`config.mk`:
```
export PLATFORM = sky130hd
export DESIGN_NAME = sram_controller
export DESIGN_NICKNAME = d
export VERILOG_FILES = /design/src/rtl/sram_ctrl_pkg.sv /design/src/rtl/sram_wait_counter.sv /design/src/rtl/sram_controller.sv
export SDC_FILE = /design/constraint.sdc
export NUM_CORES = 1
export LEC_CHECK = 0
export ABC_AREA = 1
export BUFFER_PORTS_ARGS = -buffer_cell sky130_fd_sc_hd__buf_2
export CAP_MARGIN = 15
export CORE_MARGIN = 3
export CORE_UTILIZATION = 30
export DETAILED_ROUTE_END_ITERATION = 12
export PLACE_DENSITY_LB_ADDON = 0.2
export REMOVE_ABC_BUFFERS = 1
export SYNTH_ARGS = -nofsm -noshare
export SYNTH_HDL_FRONTEND = slang
export SYNTH_SLANG_ARGS = --single-unit
```
`constraint.sdc`:
```
create_clock -name clk -period 2.1 [get_ports clk]
set_input_delay 0.42 -clock clk [delete_from_list [all_inputs] [get_ports clk]]
set_output_delay 0.42 -clock clk [all_outputs]
set_load 0.01 [all_outputs]
```
`src/rtl/sram_ctrl_pkg.sv`:
```
// Shared types and constants for the off-chip 16-bit SRAM controller.
package sram_ctrl_pkg;

   typedef enum logic [1:0] {
      IDLE = 2'd0,
      LOW  = 2'd1,
      HIGH = 2'd2,
      DONE = 2'd3
   } state_t;

   localparam int SRAM_ADDR_W = 18;
   localparam int SRAM_DATA_W = 16;

   localparam logic [31:0] DEFAULT_MEM_BASE = 32'd1024;

endpackage

```
`src/rtl/sram_wait_counter.sv`:
```
// 4-bit loadable down-counter that times one SRAM half-access.
module sram_wait_counter (
   input  logic       clk,
   input  logic       rst,
   input  logic       load,
   input  logic [3:0] value,
   output logic       zero
);

   logic [3:0] count_reg;

   always_ff @(posedge clk) begin
      if (rst) begin
         count_reg <= 4'd0;
      end else if (load) begin
         count_reg <= value;
      end else if (count_reg != 4'd0) begin
         count_reg <= count_reg - 4'd1;
      end
   end

   assign zero = (count_reg == 4'd0);

endmodule

```
`src/rtl/sram_controller.sv`:
```
// Sequences each 32-bit MEM-stage load/store as two 16-bit SRAM half-accesses,
// holding ready low so the pipeline freezes until the access completes.
module sram_controller
   import sram_ctrl_pkg::*;
#(
   parameter int          WAIT_CYCLES = 2,
   parameter logic [31:0] MEM_BASE    = DEFAULT_MEM_BASE
) (
   input  logic                   clk,
   input  logic                   rst,
   input  logic                   wr_en,
   input  logic                   rd_en,
   input  logic [31:0]            address,
   input  logic [31:0]            write_data,
   output logic [31:0]            read_data,
   output logic                   ready,
   output logic [SRAM_ADDR_W-1:0] sram_addr,
   output logic [SRAM_DATA_W-1:0] sram_dq_out,
   input  logic [SRAM_DATA_W-1:0] sram_dq_in,
   output logic                   sram_dq_oe,
   output logic                   sram_we_n
);

   localparam logic [3:0] WAIT_LOAD = 4'(WAIT_CYCLES - 1);

   state_t      state_reg, state_next;
   logic        write_reg;
   logic [16:0] word_reg;
   logic [31:0] data_reg;
   logic [31:0] read_data_reg;
   logic        cnt_load;
   logic        cnt_zero;
   logic        request;
   logic [31:0] byte_offset;
   logic        unused_offset_bits;

   assign request     = wr_en | rd_en;
   assign byte_offset = address - MEM_BASE;
   // Byte-lane bits and word bits above the SRAM depth are dropped.
   assign unused_offset_bits = ^{byte_offset[31:19], byte_offset[1:0]};

   sram_wait_counter u_wait_counter (
      .clk   (clk),
      .rst   (rst),
      .load  (cnt_load),
      .value (WAIT_LOAD),
      .zero  (cnt_zero)
   );

   always_ff @(posedge clk) begin
      if (rst) begin
         state_reg <= IDLE;
      end else begin
         state_reg <= state_next;
      end
   end

   always_comb begin
      state_next  = state_reg;
      cnt_load    = 1'b0;
      ready       = 1'b0;
      sram_addr   = '0;
      sram_dq_out = '0;
      sram_dq_oe  = 1'b0;
      sram_we_n   = 1'b1;
      case (state_reg)
         IDLE: begin
            ready = ~request;
            if (request) begin
               state_next = LOW;
               cnt_load   = 1'b1;
            end
         end
         LOW: begin
            sram_addr = {word_reg, 1'b0};
            if (write_reg) begin
               // Last cycle of the phase holds address/data with the strobe released.
               sram_dq_oe  = 1'b1;
               sram_dq_out = data_reg[15:0];
               sram_we_n   = cnt_zero;
            end
            if (cnt_zero) begin
               state_next = HIGH;
               cnt_load   = 1'b1;
            end
         end
         HIGH: begin
            sram_addr = {word_reg, 1'b1};
            if (write_reg) begin
               sram_dq_oe  = 1'b1;
               sram_dq_out = data_reg[31:16];
               sram_we_n   = cnt_zero;
            end
            if (cnt_zero) begin
               state_next = DONE;
            end
         end
         DONE: begin
            ready      = 1'b1;
            state_next = IDLE;
         end
         default: state_next = IDLE;
      endcase
   end

   always_ff @(posedge clk) begin
      if (rst) begin
         write_reg     <= 1'b0;
         word_reg      <= '0;
         data_reg      <= '0;
         read_data_reg <= '0;
      end else begin
         if (state_reg == IDLE && request) begin
            write_reg <= wr_en;
            word_reg  <= byte_offset[18:2];
            data_reg  <= write_data;
         end
         if (state_reg == LOW && cnt_zero && !write_reg) begin
            read_data_reg[15:0] <= sram_dq_in;
         end
         if (state_reg == HIGH && cnt_zero && !write_reg) begin
            read_data_reg[31:16] <= sram_dq_in;
         end
      end
   end

   assign read_data = read_data_reg;

endmodule

```
==> flow_metrics.env, run 1 <==
export IMPL_status="finished clean"
export IMPL_dpl_hpwl_mm=7.360
export IMPL_grt_setup_unrepaired="no"
export IMPL_cap_violations=0
export IMPL_finalCriticalPeriod_ns=2.024
export IMPL_dpl_cell_area_um2=4703
export IMPL_drt_pre_antenna_iters=4
export IMPL_fillers=1382
export IMPL_gr_total_overflow=0
export IMPL_cp_required_ns=1.68
export IMPL_clk_latency_ns=0.34
export IMPL_hold_start="write_data[24]"
export IMPL_initial_core_util_pct=30.94
export IMPL_crit_type="reg2out"
export IMPL_cts_root_buf="clkbuf_16"
export IMPL_crit_arrival_ns=1.60
export IMPL_finalWorstSetupSlack_ns=0.07601
export IMPL_drtIter0Drc=257
export IMPL_synth_seq_cells=88
export IMPL_synth_cells=539
export IMPL_wl_mm=11.21
export IMPL_num_vias=3916
export IMPL_setup_viol=0
export IMPL_timing_final_crit_share_pct=96.38
export IMPL_synth_seq_area_share_pct=44.76
export IMPL_wl_per_cell_um=13.31
export IMPL_nets=758
export IMPL_start_kind="flip-flop"
export IMPL_synth_top_cell_area_share_pct=44.76
export IMPL_vdd_ir_drop_worst_mv=0.6835
export IMPL_path_max_fanout=16
export IMPL_cts_sinks=88
export IMPL_io_pins=153
export IMPL_worstMarginPinSlew_ns=0.4537
export IMPL_avgSynthCellArea_um2=7.303
export IMPL_syn_area_um2=3936
export IMPL_seq_area_um2=1769
export IMPL_cts_clk_slew_worst_paths_ns=0.06
export IMPL_cts_max_level=3
export IMPL_r2r_end="state_reg[1]$_SDFFE_PP0P_"
export IMPL_io_buffers=137
export IMPL_tritoncts="built"
export IMPL_multi_input_area_um2=1824
export IMPL_synth_area_top_cells="dfxtp_1 45%, nor2_1 9.3%, a21oi_1 8.8%"
export IMPL_dp_slack_ns=0.1134
export IMPL_finClkSkew_ns=0.004117
export IMPL_rr_worst_depth=8
export IMPL_hold_path_class="in2reg"
export IMPL_path_cells="inv_2, ha_4, nand2_2, buf_12, a21oi_1, buf_2"
export IMPL_p_leak_uw=0.002350
export IMPL_synth_top_area_cell="dfxtp_1"
export IMPL_core_area_um2=12720
export IMPL_synth_cell_types=22
export IMPL_grt_pass1_wl_mm=17.73
export IMPL_power_density_nw_per_um2=1325
export IMPL_grtUsageTotal_pct=15.33
export IMPL_relSlewSlack_pct=69.76
export IMPL_path_buf_inv=3
export IMPL_max_freq_mhz=494.1
export IMPL_r2r_start="state_reg[0]$_SDFFE_PP0P_"
export IMPL_antenna_found_initial=0
export IMPL_ys_warn_count=0
export IMPL_worst_path_largest_cell_delay_ns=0.35
export IMPL_globalplace_congestion=0.7458
export IMPL_fp_dieArea_um2=14530
export IMPL_cp_end_kind="output pin"
export IMPL_reg2reg_setup_slack_ns=0.52
export IMPL_slowest_stage="dfxtp_4"
export IMPL_design_area_um2=5190
export IMPL_layout_drive_gt1_share_pct=27.76
export IMPL_hold_viol_final=0
export IMPL_syn_to_final_growth_pct=31.85
export IMPL_diodes=0
export IMPL_die_h_um=120.5
export IMPL_holdPathStages=3
export IMPL_ant_nets=0
export IMPL_cts_buffers=9
export IMPL_hold_end="data_reg[24]$_SDFFE_PP0P_"
export IMPL_die_x_um=120.5
export IMPL_via_per_inst=4.651
export IMPL_rows=41
export IMPL_grt_max_degree=49
export IMPL_grt_pass1_vias=3620
export IMPL_slew_viol_final=0
export IMPL_drc=0
export IMPL_cts_buffer_depth=2
export IMPL_path_delay_family="buffers and inverters"
## placed cells by master (no fill, tap or decap), types with 2 or more instances in the layout
master / Yosys / layout
a21oi_1: 69 / 68
dfxtp_4: 0 / 2
nand3_1: 9 / 9
xor2_1: 2 / 2
buf_12: 0 / 5
bufbuf_16: 0 / 2
buf_4: 1 / 9
clkinv_2: 0 / 3
inv_2: 4 / 6
o21ai_1: 28 / 28
o21ai_4: 0 / 2
nand4_1: 32 / 32
ha_1: 8 / 5
nand2_1: 89 / 88
nand3_4: 3 / 3
clkbuf_16: 0 / 9
buf_2: 19 / 137
inv_1: 41 / 39
nor2_1: 98 / 98
ha_4: 0 / 3
o21ai_0: 26 / 26
dfxtp_1: 88 / 86
## worst max path at each step
stage / depth (start not counted) / from / to / slack [ns]
final: 6 / state_reg[1]$_SDFFE_PP0P_ / sram_dq_out[7] / 0.08
after global routing: 6 / state_reg[1]$_SDFFE_PP0P_ / sram_dq_out[13] / 0.01
after CTS: 6 / state_reg[0]$_SDFFE_PP0P_ / sram_dq_out[3] / 0.007
after detailed placement: 5 / state_reg[1]$_SDFFE_PP0P_ / sram_addr[15] / 0.11
after global placement: 5 / state_reg[1]$_SDFFE_PP0P_ / sram_addr[15] / 0.20
after floorplan: 4 / wr_en / word_reg[10]$_SDFFE_PP0P_ / -0.44
## metal layers
metal | GRT usage, % | vias to the layer above | share of wire, %
li1 | - | 2012 | -
met1 | 18.96 | 1768 | 45
met2 | 24.76 | 123 | 46
met3 | 6.221 | 13 | 8.6
met4 | 4.178 | 0 | 1.1
met5 | 0 | - | 0
## where the power goes
part,internal (uW),switching (uW),leakage (uW)
Clock,941,634,0.000145
Combinational,1130,1830,0.00148
Sequential,2140,205,0.000725
Total,4210,2670,0.00235
## tightest hold or removal path: cells and delay by family
family / cells / cell delay (ns)
simple gates: 1 / 0.07
buf+inv: 1 / 0.08
compound gates: 1 / 0.05
## repair_timing
item	4_1_cts	5_1_grt
gates resized for setup	21	1
pin swaps	2	1
endpoints found under the setup margin	33	14
gates cloned	2	0
hold buffers	0	0
buffers inserted	1	3
## through the flow
step	std cells	util, %	hold slack, ns	TNS, ns	power [uW]
2_1_floorplan	502	-	0.4321	-14.46	4042
3_3_place_gp	821	36.97	0.4405	0	4930
3_5_place_dp	821	36.97	0.4473	0	5002
4_1_cts	839	40.59	0.2944	0	6950
5_1_grt	842	40.79	0.3171	0	7410
6_report	842	40.79	0.3155	0	6874
## cell usage after synthesis
cell,number
inv_2,4
inv_1,41
ha_1,8
o21ai_2,2
nand4_1,32
nand2_1,89
inv_4,1
a21oi_1,69
xnor2_1,1
xor2_1,2
buf_1,4
o21ai_1,28
nand3_1,9
or2_1,1
buf_6,9
clkbuf_1,4
buf_4,1
dfxtp_1,88
buf_2,19
o21ai_0,26
nor2_1,98
nand3_4,3
## logic make-up after synthesis
family,after synthesis,share of synthesized area (%)
AND/OR/NAND/NOR,232,25.56
AO/OA/AOI/OAI,125,16.08
flip-flops,88,44.76
buffers and inverters,83,10.39
XOR/XNOR,3,0.6676
adder cells (fa/ha/maj),8,2.543
## cell type report
class                   instances  share of cell area [%]
multi-input cells             368                   35.15
flip-flops and latches         88                   34.09
repair buffers                153                   17.70
clock buffers                  11                   4.677
well taps                     172                   4.147
inverters                      46                   3.375
clock inverters                 4                  0.8679
Power figures use the tool's default switching activity.
==> run 2, diff against run 1 <==
--- a/config.mk
+++ b/config.mk
@@ -5,7 +5,7 @@
 export SDC_FILE = /design/constraint.sdc
 export NUM_CORES = 1
 export LEC_CHECK = 0
-export ABC_AREA = 1
+export ABC_CLOCK_PERIOD_IN_PS = 2100
 export BUFFER_PORTS_ARGS = -buffer_cell sky130_fd_sc_hd__buf_2
 export CAP_MARGIN = 15
 export CORE_MARGIN = 3
==> run 2 against run 1 <==
  * Clock-buffer cell count rose by 3
  * Synthesized area shrank 1.9%
  * Worst setup slack lost 0.038 ns
  * Total power decreased by 6.5%
==> flow_metrics.env, run 2 <==
export IMPL_rows=40
export IMPL_drt_pre_antenna_iters=4
export IMPL_path_buf_inv=3
export IMPL_postCtsHoldBufs=0
export IMPL_grt_pass1_vias=3496
export IMPL_synth_top_cell_area_share_pct=45.61
export IMPL_hold_viol_final=0
export IMPL_worstMarginPinSlew_ns=0.4185
export IMPL_nets=677
export IMPL_cts_clk_slew_worst_paths_ns=0.06
export IMPL_core_area_um2=12310
export IMPL_cts_root_buf="clkbuf_16"
export IMPL_grt_pass1_wl_mm=17.10
export IMPL_holdWs_ns=0.2958
export IMPL_crit_type="reg2out"
export IMPL_max_freq_mhz=484.9
export IMPL_path_delay_family="flip-flops"
export IMPL_slew_viol_final=0
export IMPL_io_pins=153
export IMPL_status="finished clean"
export IMPL_wl_per_cell_um=13.60
export IMPL_layout_common_cells="122 x buf_2, 86 x dfxtp_1, 85 x nand2_1"
export IMPL_finalCriticalPeriod_ns=2.062
export IMPL_synth_flop_cell="dfxtp_1"
export IMPL_num_vias=3491
export IMPL_die_x_um=119.5
export IMPL_tritoncts="built"
export IMPL_p_leak_uw=0.002385
export IMPL_grtUsageTotal_pct=14.86
export IMPL_synth_seq_area_share_pct=45.61
export IMPL_ys_warn_count=0
export IMPL_slowest_stage="dfxtp_4"
export IMPL_via_per_inst=4.606
export IMPL_synthTopCellsByCount="88 x dfxtp_1, 85 x nand2_1, 53 x nand2b_1"
export IMPL_initial_core_util_pct=31.37
export IMPL_finClkSkew_ns=0.004909
export IMPL_diodes=0
export IMPL_rr_worst_depth=6
export IMPL_worst_path_largest_cell_delay_ns=0.37
export IMPL_ant_nets=0
export IMPL_dp_slack_ns=0.1274
export IMPL_syn_area_um2=3862
export IMPL_synth_cell_types=35
export IMPL_power_density_nw_per_um2=1204
export IMPL_synth_top_area_cell="dfxtp_1"
export IMPL_finalWorstSetupSlack_ns=0.03759
export IMPL_avgSynthCellArea_um2=8.545
export IMPL_cap_violations=0
export IMPL_cp_end_kind="output pin"
export IMPL_dpl_hpwl_mm=6.698
export IMPL_holdPathStages=2
export IMPL_yosysMostFrequentCell="dfxtp_1"
export IMPL_layout_drive_gt1_share_pct=34.07
export IMPL_synth_cells=452
export IMPL_grt_max_degree=106
export IMPL_path_max_fanout=8
export IMPL_async_reset_ff_share_pct=0
export IMPL_clk_latency_ns=0.34
export IMPL_synth_seq_cells=88
export IMPL_drc=0
export IMPL_grt_setup_unrepaired="yes"
export IMPL_fp_dieArea_um2=14270
export IMPL_relSlewSlack_pct=72.10
export IMPL_gr_total_overflow=0
export IMPL_crit_arrival_ns=1.64
export IMPL_antenna_found_initial=0
export IMPL_start_kind="flip-flop"
export IMPL_path_cells="inv_4, ha_4, nor2b_4, buf_6, and2_1, buf_2"
export IMPL_globalplace_congestion=0.7617
export IMPL_cts_buffer_depth=2
export IMPL_timing_final_crit_share_pct=98.21
export IMPL_cp_depth=6
export IMPL_synth_edf_count=0
export IMPL_io_buffers=137
export IMPL_wl_mm=10.31
export IMPL_cts_buffers=9
export IMPL_die_h_um=119.5
export IMPL_cts_max_level=3
export IMPL_final_common_cell="buf_2"
export IMPL_vdd_ir_drop_worst_mv=0.5278
export IMPL_drtIter0Drc=102
export IMPL_synth_area_top_cells="dfxtp_1 46%, mux2i_1 8.8%, nand2b_1 8.6%"
export IMPL_syn_to_final_growth_pct=38.26
export IMPL_cts_sinks=88
export IMPL_hold_path_class="in2reg"
export IMPL_cp_required_ns=1.68
export IMPL_setup_viol=0
==> run 2: cell count changes in the layout (fill, tap and decap cells not counted), sizes merged, moves of 26 or more <==
cell	previous run	this run
a21oi	69	43
nand2b	0	53
inv	46	7
mux2i	0	34
o21ai	56	2
nor2	98	30
nand4	32	0
==> run 2: worst paths after layout <==
path,end,slack [ns],start
max,sram_addr[3],0.04,state_reg[1]$_SDFFE_PP0P_
min,word_reg[8]$_SDFFE_PP0P_,0.30,address[10]
max reg2reg,read_data[9]$_SDFFE_PP0P_,0.34,u_wait_counter.count_reg[0]$_SDFFE_PP0P_
min reg2reg,data_reg[21]$_SDFFE_PP0P_,0.45,data_reg[21]$_SDFFE_PP0P_
==> run 2: cells by family (layout without fill, tap and decap cells) <==
family,Yosys count,count (layout),synth area share (%)
compound gates,78,78,12.50
buf+inv,39,177,4.017
simple gates,202,202,25.72
flops,88,88,45.61
mux,35,35,9.103
xor+xnor,2,2,0.4536
fa+ha+maj,8,8,2.592
==> run 2: per-layer routing <==
metal	wire [um]	GRT usage, %	up-vias
met5	0	0	-
met4	243	7.230	0
met3	553	3.704	15
met2	5030	24.68	78
met1	4483	17.91	1616
li1	-	-	1782
==> run 2: area by class of cell <==
class,instances,area (um^2)
fillers,1296,6972
multi-input cells,325,2051
flip-flops and latches,88,1769
repair buffers,154,979.7
clock buffers,14,264.0
well taps,168,210.2
clock inverters,2,37.54
inverters,7,28.78
==> run 2: repair_timing <==
action / 4_1_cts / 5_1_grt
cloned: 2 / 0
setup endpoints to repair: 34 / 33
pin swaps: 1 / 17
buffers inserted: 3 / 0
gates resized for setup: 35 / 22
==> run 2: power breakdown <==
part	total [uW]	leakage [uW]	internal, uW	switching (uW)
clock	1620	0.000143	988	628
sequential	2230	0.000722	2040	193
combinational	2580	0.00152	1160	1420
total	6430	0.00238	4180	2240
==> run 2: through the flow <==
| stage | std cells | power, uW | setup TNS, ns | utilization, % | cell area, um^2 |
|---|---|---|---|---|---|
| after CTS | 758 | 6485 | -0.01402 | 42.68 | 5255 |
| after detailed placement | 737 | 4508 | 0 | 38.88 | 4787 |
| after floorplan | 420 | 3578 | -19.34 | - | 3734 |
| after global routing | 758 | 6885 | -0.6852 | 43.37 | 5340 |
| after global placement | 737 | 4464 | 0 | 38.88 | 4787 |
| final | 758 | 6428 | 0 | 43.37 | 5340 |
==> run 2: worst register-to-register path: stages (launching register included) <==
cell     delay, ns
dfxtp_1       0.33
inv_1         0.08
ha_1          0.17
or3b_4        0.42
nor3b_2       0.27
buf_12        0.21
mux2i_1       0.21
